==> src/rtl/game_pkg.sv <==
// Shared constants for the obstacle lane: colours, draw windows, obstacle
// width, run-state encoding and the spawn LFSR seed.
package game_pkg;

    localparam logic [11:0] FLOOR_RGB = 12'h3A2;
    localparam logic [11:0] FLY_RGB   = 12'hC40;

    localparam logic [9:0]  FLOOR_Y0  = 10'd400;
    localparam logic [9:0]  FLOOR_Y1  = 10'd440;
    localparam logic [9:0]  FLY_Y0    = 10'd330;
    localparam logic [9:0]  FLY_Y1    = 10'd350;

    localparam logic [10:0] OBS_W     = 11'd30;

    localparam logic [7:0]  LFSR_SEED = 8'hA5;

    typedef enum logic [1:0] {
        ST_IDLE   = 2'd0,
        ST_RUN    = 2'd1,
        ST_FROZEN = 2'd2
    } run_state_t;

endpackage

==> src/rtl/spawn_lfsr.sv <==
// 8-bit Fibonacci LFSR (x^8+x^6+x^5+x^4+1) that randomises respawn gap/type.
// Seeded non-zero, so it never reaches the all-zero lock-up state.
module spawn_lfsr
    import game_pkg::*;
(
    input  logic       clk,
    input  logic       reset,
    input  logic       adv,
    output logic [7:0] value
);

    always_ff @(posedge clk) begin
        if (reset)
            value <= LFSR_SEED;
        else if (adv)
            value <= {value[6:0], value[7] ^ value[5] ^ value[4] ^ value[3]};
    end

endmodule

==> src/rtl/obstacle_scroller.sv <==
// Scrolling obstacle slots with respawn, run/freeze control and pixel drawing.
// Define RANDOM_SPAWN_EN to randomise respawn gap and type with spawn_lfsr.
module obstacle_scroller
    import game_pkg::*;
#(
    parameter int N_OBS    = 4,
    parameter int SHIFT    = 5,
    parameter int INIT_X   = 250,
    parameter int INIT_GAP = 250,
    parameter int GAP_MIN  = 200
) (
    input  logic        clk,
    input  logic        reset,
    input  logic        frame_tick,
    input  logic        start,
    input  logic        hit,
    input  logic [9:0]  x,
    input  logic [9:0]  y,
    output logic        obs_pix,
    output logic [11:0] obs_rgb,
    output logic [1:0]  state,
    output logic [15:0] passed_cnt
);

    localparam logic [10:0] SHIFT_W = 11'(SHIFT);

    run_state_t       st;
    logic [10:0]      pos [N_OBS];
    logic [N_OBS-1:0] typ;
    logic             alt_typ;

    logic [10:0]      pos_nxt [N_OBS];
    logic [N_OBS-1:0] typ_nxt;
    logic             alt_nxt;
    logic [15:0]      cnt_nxt;
    logic [11:0]      gap;
    logic             advance;
    logic             do_init;
    logic             pix_c;
    logic [11:0]      rgb_c;

    assign state   = st;
    assign advance = (st == ST_RUN) && frame_tick && !hit;
    assign do_init = reset || ((st == ST_FROZEN) && start);

`ifdef RANDOM_SPAWN_EN
    logic [7:0] lfsr;

    spawn_lfsr u_lfsr (
        .clk   (clk),
        .reset (reset),
        .adv   (advance),
        .value (lfsr)
    );

    assign gap = 12'(GAP_MIN) + {4'd0, lfsr};
`else
    assign gap = 12'(GAP_MIN + 128);
`endif

    // Slots still waiting to respawn sit at 0 so they never count as furthest;
    // respawns settle in index order, each seeing the ones before it.
    always_comb begin
        logic [10:0] furthest;
        logic [11:0] cand;
        furthest = '0;
        cand     = '0;
        typ_nxt  = typ;
        alt_nxt  = alt_typ;
        cnt_nxt  = passed_cnt;
        for (int i = 0; i < N_OBS; i++)
            pos_nxt[i] = (pos[i] < SHIFT_W) ? 11'd0 : pos[i] - SHIFT_W;
        for (int i = 0; i < N_OBS; i++) begin
            if (pos[i] < SHIFT_W) begin
                furthest = '0;
                for (int j = 0; j < N_OBS; j++)
                    if (pos_nxt[j] > furthest) furthest = pos_nxt[j];
                cand       = {1'b0, furthest} + gap;
                pos_nxt[i] = cand[11] ? 11'h7FF : cand[10:0];
`ifdef RANDOM_SPAWN_EN
                typ_nxt[i] = lfsr[0];
`else
                typ_nxt[i] = alt_nxt;
                alt_nxt    = ~alt_nxt;
`endif
                if (cnt_nxt != 16'hFFFF) cnt_nxt = cnt_nxt + 16'd1;
            end
        end
    end

    // Scanning from the highest index down lets the lowest covering slot win.
    always_comb begin
        logic xin;
        logic yin;
        xin   = 1'b0;
        yin   = 1'b0;
        pix_c = 1'b0;
        rgb_c = 12'h000;
        for (int i = N_OBS - 1; i >= 0; i--) begin
            xin = ({1'b0, x} >= pos[i]) && ({1'b0, x} < pos[i] + OBS_W);
            yin = typ[i] ? ((y >= FLY_Y0) && (y < FLY_Y1))
                         : ((y >= FLOOR_Y0) && (y < FLOOR_Y1));
            if (xin && yin) begin
                pix_c = 1'b1;
                rgb_c = typ[i] ? FLY_RGB : FLOOR_RGB;
            end
        end
    end

    always_ff @(posedge clk) begin
        if (reset) begin
            st      <= ST_IDLE;
            obs_pix <= 1'b0;
            obs_rgb <= 12'h000;
        end else begin
            obs_pix <= pix_c;
            obs_rgb <= rgb_c;
            case (st)
                ST_IDLE:   if (start) st <= ST_RUN;
                ST_RUN:    if (hit)   st <= ST_FROZEN;
                ST_FROZEN: if (start) st <= ST_RUN;
                default:   st <= ST_IDLE;
            endcase
        end

        if (do_init) begin
            for (int i = 0; i < N_OBS; i++) begin
                pos[i] <= 11'(INIT_X + i * INIT_GAP);
                typ[i] <= 1'(i % 2);
            end
            alt_typ    <= 1'b0;
            passed_cnt <= 16'd0;
        end else if (advance) begin
            pos        <= pos_nxt;
            typ        <= typ_nxt;
            alt_typ    <= alt_nxt;
            passed_cnt <= cnt_nxt;
        end
    end

endmodule

==> config.mk <==
export PLATFORM = sky130hd
export DESIGN_NAME = obstacle_scroller
export DESIGN_NICKNAME = d
export VERILOG_FILES = /design/src/rtl/game_pkg.sv /design/src/rtl/spawn_lfsr.sv /design/src/rtl/obstacle_scroller.sv
export SDC_FILE = /design/constraint.sdc
export NUM_CORES = 1
export LEC_CHECK = 0
export BUFFER_PORTS_ARGS = -buffer_cell sky130_fd_sc_hd__buf_2
export CORE_MARGIN = 2
export CORE_UTILIZATION = 55
export CTS_CLUSTER_DIAMETER = 60
export CTS_CLUSTER_SIZE = 14
export DETAILED_ROUTE_END_ITERATION = 8
export PLACE_DENSITY = 0.78
export SLEW_MARGIN = 20
export SYNTH_ARGS = -nofsm -noshare
export SYNTH_HDL_FRONTEND = slang
export SYNTH_SLANG_ARGS = --single-unit
==> constraint.sdc <==
create_clock -name clk -period 36.2 [get_ports clk]
set_clock_uncertainty 0.2 [all_clocks]
set_input_delay 1.81 -clock clk [delete_from_list [all_inputs] [get_ports clk]]
set_output_delay 1.81 -clock clk [all_outputs]
set_load 0.01 [all_outputs]
Yosys cells after proc, flatten, opt, wreduce, memory -nomap -nowiden
Index checks and enable logic that the tools add are counted.
{"block": "word_totals", "register_bits": 80}
{"block": "op_classes", "add_sub_neg": 16, "order_cmp": 30, "n_eq_ne": 8, "muxes": 73, "n_bitwise": 4, "n_reduce_logical": 22}
{"op": "$mux 11", "count": 42}
{"op": "$gt 11x11->1", "count": 12}
{"op": "$mux 16", "count": 8}
{"op": "$mux 12", "count": 8}
{"op": "$add 16x1->16 const B", "count": 4}
{"op": "$ne 16x16->1 const B", "count": 4}
{"op": "$add 11x9->12 const B", "count": 4}
{"op": "$add 11x5->11 const B", "count": 4}
{"op": "$ge 10x11->1", "count": 4}
{"op": "$lt 10x11->1", "count": 4}
{"op": "$lt 11x3->1 const B", "count": 4}
{"op": "$sub 11x3->11 const B", "count": 4}
{"op": "$gt 11x1->1 const B", "count": 2}
{"op": "$ge 10x9->1 const B", "count": 2}
{"op": "$lt 10x9->1 const B", "count": 2}
{"op": "$logic_and 1x1->1", "count": 13}
{"op": "$mux 1", "count": 12}
{"op": "$reduce_and 2->1", "count": 5}
{"op": "$mux 2", "count": 2}
{"op": "$not 1->1", "count": 4}
{"op": "$pmux 2 s2", "count": 1}
{"op": "$eq 2x1->1 const B", "count": 1}
{"op": "$eq 2x2->1 const B", "count": 1}
{"op": "$logic_not 2->1", "count": 1}
{"op": "other kinds (5)", "count": 5}

Depth between registers and ports, before layout
Gate-level depths: netlist of run 1.
{"block": "depth", "ltp_word": 53, "depth_mapped": 159}

Least setup slack after synthesis of run 1
Ideal clock, no wire load.
{"block": "synth_path", "kind": "register to register", "from": "register pos[34] (netlist name)", "to": "register pos[5] (netlist name)", "setup_time_ps": 145, "arrival_time_ps": 27450, "t_required_ps": 35855, "setup_slack_ps": 8404, "stages_incl_launch_ff": 147, "n_path_buf": 15, "path_cell_list": "dfxtp_1 > inv_1 > ha_1 > a2111o_1 > nor4b_4 > buf_2 > buf_1 > nor2_1 > ha_1 > nand3_1 > nor3_1 > a21o_2 > nor2_1 > mux2_2 > ha_1 > nand3b_1 > a211o_1 > o211a_1 > [... 111 more ...] > o21a_1 > o21a_1 > o21a_1 > o21a_1 > o21a_1 > o21ai_0 > nand2b_1 > a21oi_1 > a41oi_1 > a22oi_1 > o31ai_2 > ha_1 > nor2b_1 > a31o_2 > o31ai_2 > a211oi_4 > o311ai_1 > o2111ai_1"}
{"item": "start: declaration", "line_no": "obstacle_scroller.sv:28", "source": "logic [10:0] pos [N_OBS];"}
{"item": "start signal: indexed assignment", "line_no": "obstacle_scroller.sv:128", "source": "pos[i] <= 11'(INIT_X + i * INIT_GAP);"}
{"item": "start signal: assignment", "line_no": "obstacle_scroller.sv:134", "source": "pos <= pos_nxt;"}

==> results.py, run 1 <==
metrics = {
    "cells_and_area": {
        "final_common_cell": "ha_1",
        "nNetsFinal": 2280,
        "multi_input_area_um2": 12200,
        "finalInstanceArea_um2": 15200,
        "insertedDiodeCount": 0,
        "most-common-layout-cells": "ha_1 (221), nand2_1 (220), nor2_1 (175), a21oi_1 (154), o21ai_0 (120)",
        "fill_cells": 2475,
        "fin_cells": 2374,
        "drive_above_1_share_pct": 8.88,
        "sequential_cell_area_um2": 1400,
        "area_delta_synth_final_pct": 5.64,
    },
    "route": {
        "wire_per_inst_um": 21.8,
        "dr.pass1.iters": 6,
        "drt.antenna.violating_nets": 0,
        "via_per_inst": 6.78,
        "drt_iter0_markers": 1773,
        "drc": 0,
        "routed_wl_mm": 51.8,
        "num_vias": 16099,
    },
    "sta": {
        "period_share_pct": 94.4,
        "rsz0062_at_grt": "no",
        "finalSetupViolations": 0,
        "tightestPinTransition_ns": 0.958,
        "max_freq_mhz": 29.3,
        "finalCriticalPeriod_ns": 34.18,
        "tns_ns": 0,
        "relSlewSlack_pct": 35.5,
        "final_hold_viol_count": 0,
        "drv_slew": 0,
    },
    "job": {
        "maxCapViolCount": 0,
    },
    "placed_design": {
        "place_congestion": 1.09,
        "placed_cell_area_um2": 15000,
        "dp_cells": 2358,
        "port_buffers": 50,
        "hpwl_mm": 40.6,
    },
    "worst_setup_path": {
        "crit_path_frequent_cell": "o21a_1",
        "r2r_start": "pos[23]",
        "end_kind": "flop",
        "reg2reg_depth": 136,
        "start_kind": "flop",
        "worstPathRequired_ns": 36.21,
        "r2r_slack_ns": 2.02,
        "critPathMaxFanout": 21,
        "critical-path-slowest-cell": "o21ai_0",
        "reg2reg_to": "pos[5]",
        "startpoint": "pos[23]",
        "setup.worst_path.class": "flop to flop",
        "endpoint": "pos[5]",
        "max_stage_delay_ns": 0.67,
        "critPathArrivalTime_ns": 34.19,
    },
    "clock_network": {
        "cts_tree": "yes",
        "path_clk_slew_ns": 0.07,
        "cts_root_buf": "clkbuf_16",
        "cts_hold_buf": 0,
        "htreeDepth": 3,
        "cts.sink_count": 70,
        "post-cts-setup-buffers": 0,
        "clk_latency_ns": 0.35,
        "cts_buffers": 9,
        "cts_buffer_depth": 2,
    },
    "global_routing": {
        "grt_pass1_vias": 14707,
        "track_usage_pct": 36.3,
        "antenna_found_initial": 0,
        "grt_max_degree": 73,
        "grt_pass1_wl_mm": 81.1,
        "grt-ovfl-total": 0,
    },
    "logic_synthesis": {
        "synthTopCellsByArea": "ha_1 (19%), dfxtp_1 (9.7%), nand2_1 (5.7%)",
        "syn_avg_cell_area_um2": 7.10,
        "ys_ff_latch": 70,
        "syn-cell-area_um2": 14400,
        "async_flop_share_pct": 0,
        "yosysSeqAreaShare_pct": 9.71,
        "synth_top_area_cell": "ha_1",
        "ys.flop_type": "dfxtp_1",
        "ys_types": 108,
        "synth_edf_count": 0,
        "synth_top_area_share_pct": 19.2,
        "netlist_instances": 2032,
        "ys_warn_count": 0,
    },
    "power_and_ir_drop": {
        "peakVddDrop_v": 0.0000365,
        "pwr_density_cell_nw_per_um2": 42.5,
        "power.leakage_nw": 6.55,
    },
    "die": {
        "core-area_um2": 25900,
        "die-width_um": 166,
        "num_io_pins": 56,
        "initial_utilization_pct": 55.7,
        "fp.dieH_um": 166,
        "row_count": 59,
        "die-area_um2": 27600,
    },
    "run_status": {
        "outcome": "finished clean",
    },
    "worst_hold_path": {
        "hp-class": "flop to flop",
    },
}
report_power, final:
group,internal (W),leakage [nW],switching [W],total (W)
combinational,0.000168,5.85,0.000306,0.000474
clock,0.0000482,0.137,0.0000426,0.0000907
sequential,0.0000788,0.568,0.00000394,0.0000827
total,0.000295,6.55,0.000352,0.000648
cell type report:
class | count | area share, %
repair buffers | 82 | 3.22
inverters | 106 | 2.61
well taps | 335 | 2.75
clock inverters | 7 | 0.419
clock buffers | 9 | 1.48
multi-input cells | 1765 | 80.3
flip-flops and latches | 70 | 9.19
metrics by stage:
stage / hold WS, ns / total power (W) / worst slack, ns / utilization, %
5_1_grt: 0.323 / 0.000694 / 0.0257 / 58.8
3_5_place_dp: 0.283 / 0.000538 / 2.66 / 57.7
6_report: 0.298 / 0.000648 / 2.02 / 58.8
3_3_place_gp: 0.270 / 0.000532 / 3.17 / 57.7
4_1_cts: 0.295 / 0.000631 / 2.47 / 58.8
2_1_floorplan: 0.258 / 0.000432 / 8.40 / -
logic make-up after synthesis:
kind of cell,share of synthesized area [%]
and+or+nand+nor,27.7
AOI/OAI and AO/OA,29.1
adders and majority gates,19.2
buffers and inverters,5.67
xor gates and xnor gates,5.64
DFF,9.71
muxes,3.01
other,0.0260
synthesized netlist by cell type, drive strengths merged (33+ instances only):
cell	count
ha	221
o21a	46
o211ai	41
nor2b	41
buf	33
nand2b	44
o21ai	130
clkbuf	61
xnor2	73
inv	106
a21oi	158
nor2	177
nand3	70
nand4	48
nor3	61
nand2	221
dfxtp	70
flip-flops by register name, indices dropped and copies added (netlist names):
name	flops
passed_cnt	16
typ	4
pos	44
alt_typ	1
obs_rgb	2
obs_pix	1
state	2
how the worst min path moves through the flow:
stage	start	end	slack [ns]	cells after the start
2_1_floorplan	alt_typ	alt_typ	0.26	2
3_3_place_gp	alt_typ	alt_typ	0.27	2
3_5_place_dp	alt_typ	alt_typ	0.28	2
4_1_cts	alt_typ	alt_typ	0.29	2
5_1_grt	alt_typ	alt_typ	0.32	2
6_report	alt_typ	alt_typ	0.30	2
repair_timing:
action | 4_1_cts | 5_1_grt
setup endpoints to repair | 0 | 11
hold endpoints to repair | 0 | 0
gates resized for setup | 0 | 4
layer usage:
layer  up-vias  part of all wire (%)  GRT usage (%)
met1      7449                    42           50.2
li1       7553                     -              -
met3       169                    10           5.65
met2       928                    43           55.5
met4         0                   4.8           16.5
met5         -                     0              0
worst max-delay path: cells and delay by family, from the launching register on:
kind	cells	cell delay (ns)
buf+inv	10	1.42
flops	1	0.42
mux	3	1.22
simple gates	31	7.12
compound gates	76	18.97
fa+ha+maj	16	4.67
(Power assumes the default switching activity.)
==> run 2: changes to the inputs <==
--- a/config.mk
+++ b/config.mk
@@ -6,11 +6,11 @@
 export NUM_CORES = 1
 export LEC_CHECK = 0
 export BUFFER_PORTS_ARGS = -buffer_cell sky130_fd_sc_hd__buf_2
-export CORE_MARGIN = 2
 export CORE_UTILIZATION = 55
 export CTS_CLUSTER_DIAMETER = 60
 export CTS_CLUSTER_SIZE = 14
 export DETAILED_ROUTE_END_ITERATION = 8
+export MAX_ROUTING_LAYER = met4
 export PLACE_DENSITY = 0.78
 export SLEW_MARGIN = 20
 export SYNTH_ARGS = -nofsm -noshare
==> results.py, run 2 (synthesis gave the netlist of run 1 again) <==
metrics = {
    "run_status": {
        "outcome": "finished clean",
    },
    "route": {
        "drt_iter0_markers": 1938,
        "drt.antenna.violating_nets": 0,
        "routed_wl_mm": 54.0,
        "via_per_inst": 6.79,
        "dr.pass1.iters": 6,
        "wire_per_inst_um": 22.8,
        "num_vias": 16076,
        "drc": 0,
    },
    "die": {
        "fp.dieH_um": 164,
        "num_io_pins": 56,
        "die-width_um": 164,
        "initial_utilization_pct": 56.7,
        "core-area_um2": 25500,
        "die-area_um2": 26900,
        "row_count": 58,
    },
    "worst_setup_path": {
        "critPathArrivalTime_ns": 34.31,
        "setup.worst_path.class": "flop to flop",
        "r2r_slack_ns": 1.89,
        "worstPathRequired_ns": 36.20,
        "max_stage_delay_ns": 0.78,
        "crit_path_frequent_cell": "o21a_1",
        "end_kind": "flop",
        "critical-path-slowest-cell": "mux2i_1",
        "start_kind": "flop",
        "critPathMaxFanout": 21,
    },
    "clock_network": {
        "post-cts-setup-buffers": 0,
        "cts_tree": "yes",
        "path_clk_slew_ns": 0.07,
        "cts_root_buf": "clkbuf_16",
        "cts_hold_buf": 0,
        "cts.sink_count": 70,
        "cts_buffers": 9,
        "htreeDepth": 3,
        "cts_buffer_depth": 2,
        "clk_latency_ns": 0.35,
    },
    "placed_design": {
        "port_buffers": 50,
        "hpwl_mm": 42.5,
        "place_congestion": 1.03,
    },
    "cells_and_area": {
        "nNetsFinal": 2277,
        "area_delta_synth_final_pct": 5.45,
        "insertedDiodeCount": 0,
        "multi_input_area_um2": 12300,
        "regMostFlops": "pos",
        "final_common_cell": "ha_1",
        "reg_top3": "pos x44, passed_cnt x16, typ x4",
        "sequential_cell_area_um2": 1400,
        "fill_cells": 2487,
        "utilization_pct": 59.8,
        "largest_reg_flops": 44,
        "most-common-layout-cells": "ha_1 (221), nand2_1 (220), nor2_1 (175), a21oi_1 (154), o21ai_0 (119)",
        "drive_above_1_share_pct": 8.79,
    },
    "global_routing": {
        "grt_pass1_vias": 14376,
        "grt_pass1_wl_mm": 81.9,
        "antenna_found_initial": 0,
        "grt_max_degree": 73,
        "track_usage_pct": 41.0,
        "grt-ovfl-total": 0,
    },
    "sta": {
        "hold_ws_ns": 0.296,
        "finalCriticalPeriod_ns": 34.31,
        "tightestPinTransition_ns": 0.947,
        "tns_ns": 0,
        "finalSetupViolations": 0,
        "drv_slew": 0,
        "relSlewSlack_pct": 36.3,
        "max_freq_mhz": 29.1,
        "rsz0062_at_grt": "no",
        "period_share_pct": 94.8,
        "final_hold_viol_count": 0,
    },
    "power_and_ir_drop": {
        "peakVddDrop_v": 0.0000487,
        "power.leakage_nw": 6.55,
        "pwr_density_cell_nw_per_um2": 42.5,
    },
    "job": {
        "maxCapViolCount": 0,
    },
    "worst_hold_path": {
        "hp-class": "flop to flop",
    },
}
run 2: worst paths after layout:
check        cells past startpoint  startpoint  endpoint
max reg2reg                    136     pos[23]    pos[5]
max                            136     pos[23]    pos[5]
min                              2     alt_typ   alt_typ
min reg2reg                      2     alt_typ   alt_typ
run 2: power breakdown:
part / leakage (nW) / total (W) / switching, W / internal, W
Clock: 0.139 / 0.0000894 / 0.0000413 / 0.0000480
Combinational: 5.84 / 0.000474 / 0.000306 / 0.000169
Sequential: 0.568 / 0.0000828 / 0.00000397 / 0.0000788
Total: 6.55 / 0.000646 / 0.000351 / 0.000296
run 2: layer usage:
| layer | GRT usage [%] | up-vias | share of wire (%) |
|---|---|---|---|
| met3 | 5.20 | 157 | 9.3 |
| met4 | 17.0 | 0 | 4.6 |
| met1 | 55.0 | 7561 | 43 |
| li1 | - | 7530 | - |
| met2 | 61.6 | 828 | 43 |
| met5 | - | - | 0 |
run 2: per-stage QoR:
step / instance area (um^2) / total power (W) / std cells / setup WS (ns)
after floorplan: 14400 / 0.000432 / 2035 / 8.40
after global placement: 14900 / 0.000534 / 2350 / 3.04
after detailed placement: 14900 / 0.000540 / 2350 / 2.71
after CTS: 15200 / 0.000630 / 2366 / 2.56
after global routing: 15200 / 0.000690 / 2366 / 0.160
final: 15200 / 0.000646 / 2366 / 1.89
run 2: area by class of cell:
class | count | share of cell area [%]
clock buffers | 9 | 1.48
clock inverters | 7 | 0.411
inverters | 106 | 2.61
multi-input cells | 1765 | 80.5
flip-flops and latches | 70 | 9.21
well taps | 330 | 2.71
repair buffers | 79 | 3.07
run 2: timing repair:
| action | in CTS | in global routing |
|---|---|---|
| endpoints found under the setup margin | 0 | 11 |
| hold endpoints to repair | 0 | 0 |
| resized for setup | 0 | 4 |
run 2: worst max-delay path, delay by kind of cell (launching register included):
kind / cells / cell delay (ns)
fa+ha+maj: 16 / 4.74
simple gates: 33 / 7.39
buf+inv: 8 / 1.17
compound gates: 76 / 19.02
flops: 1 / 0.40
mux: 3 / 1.22
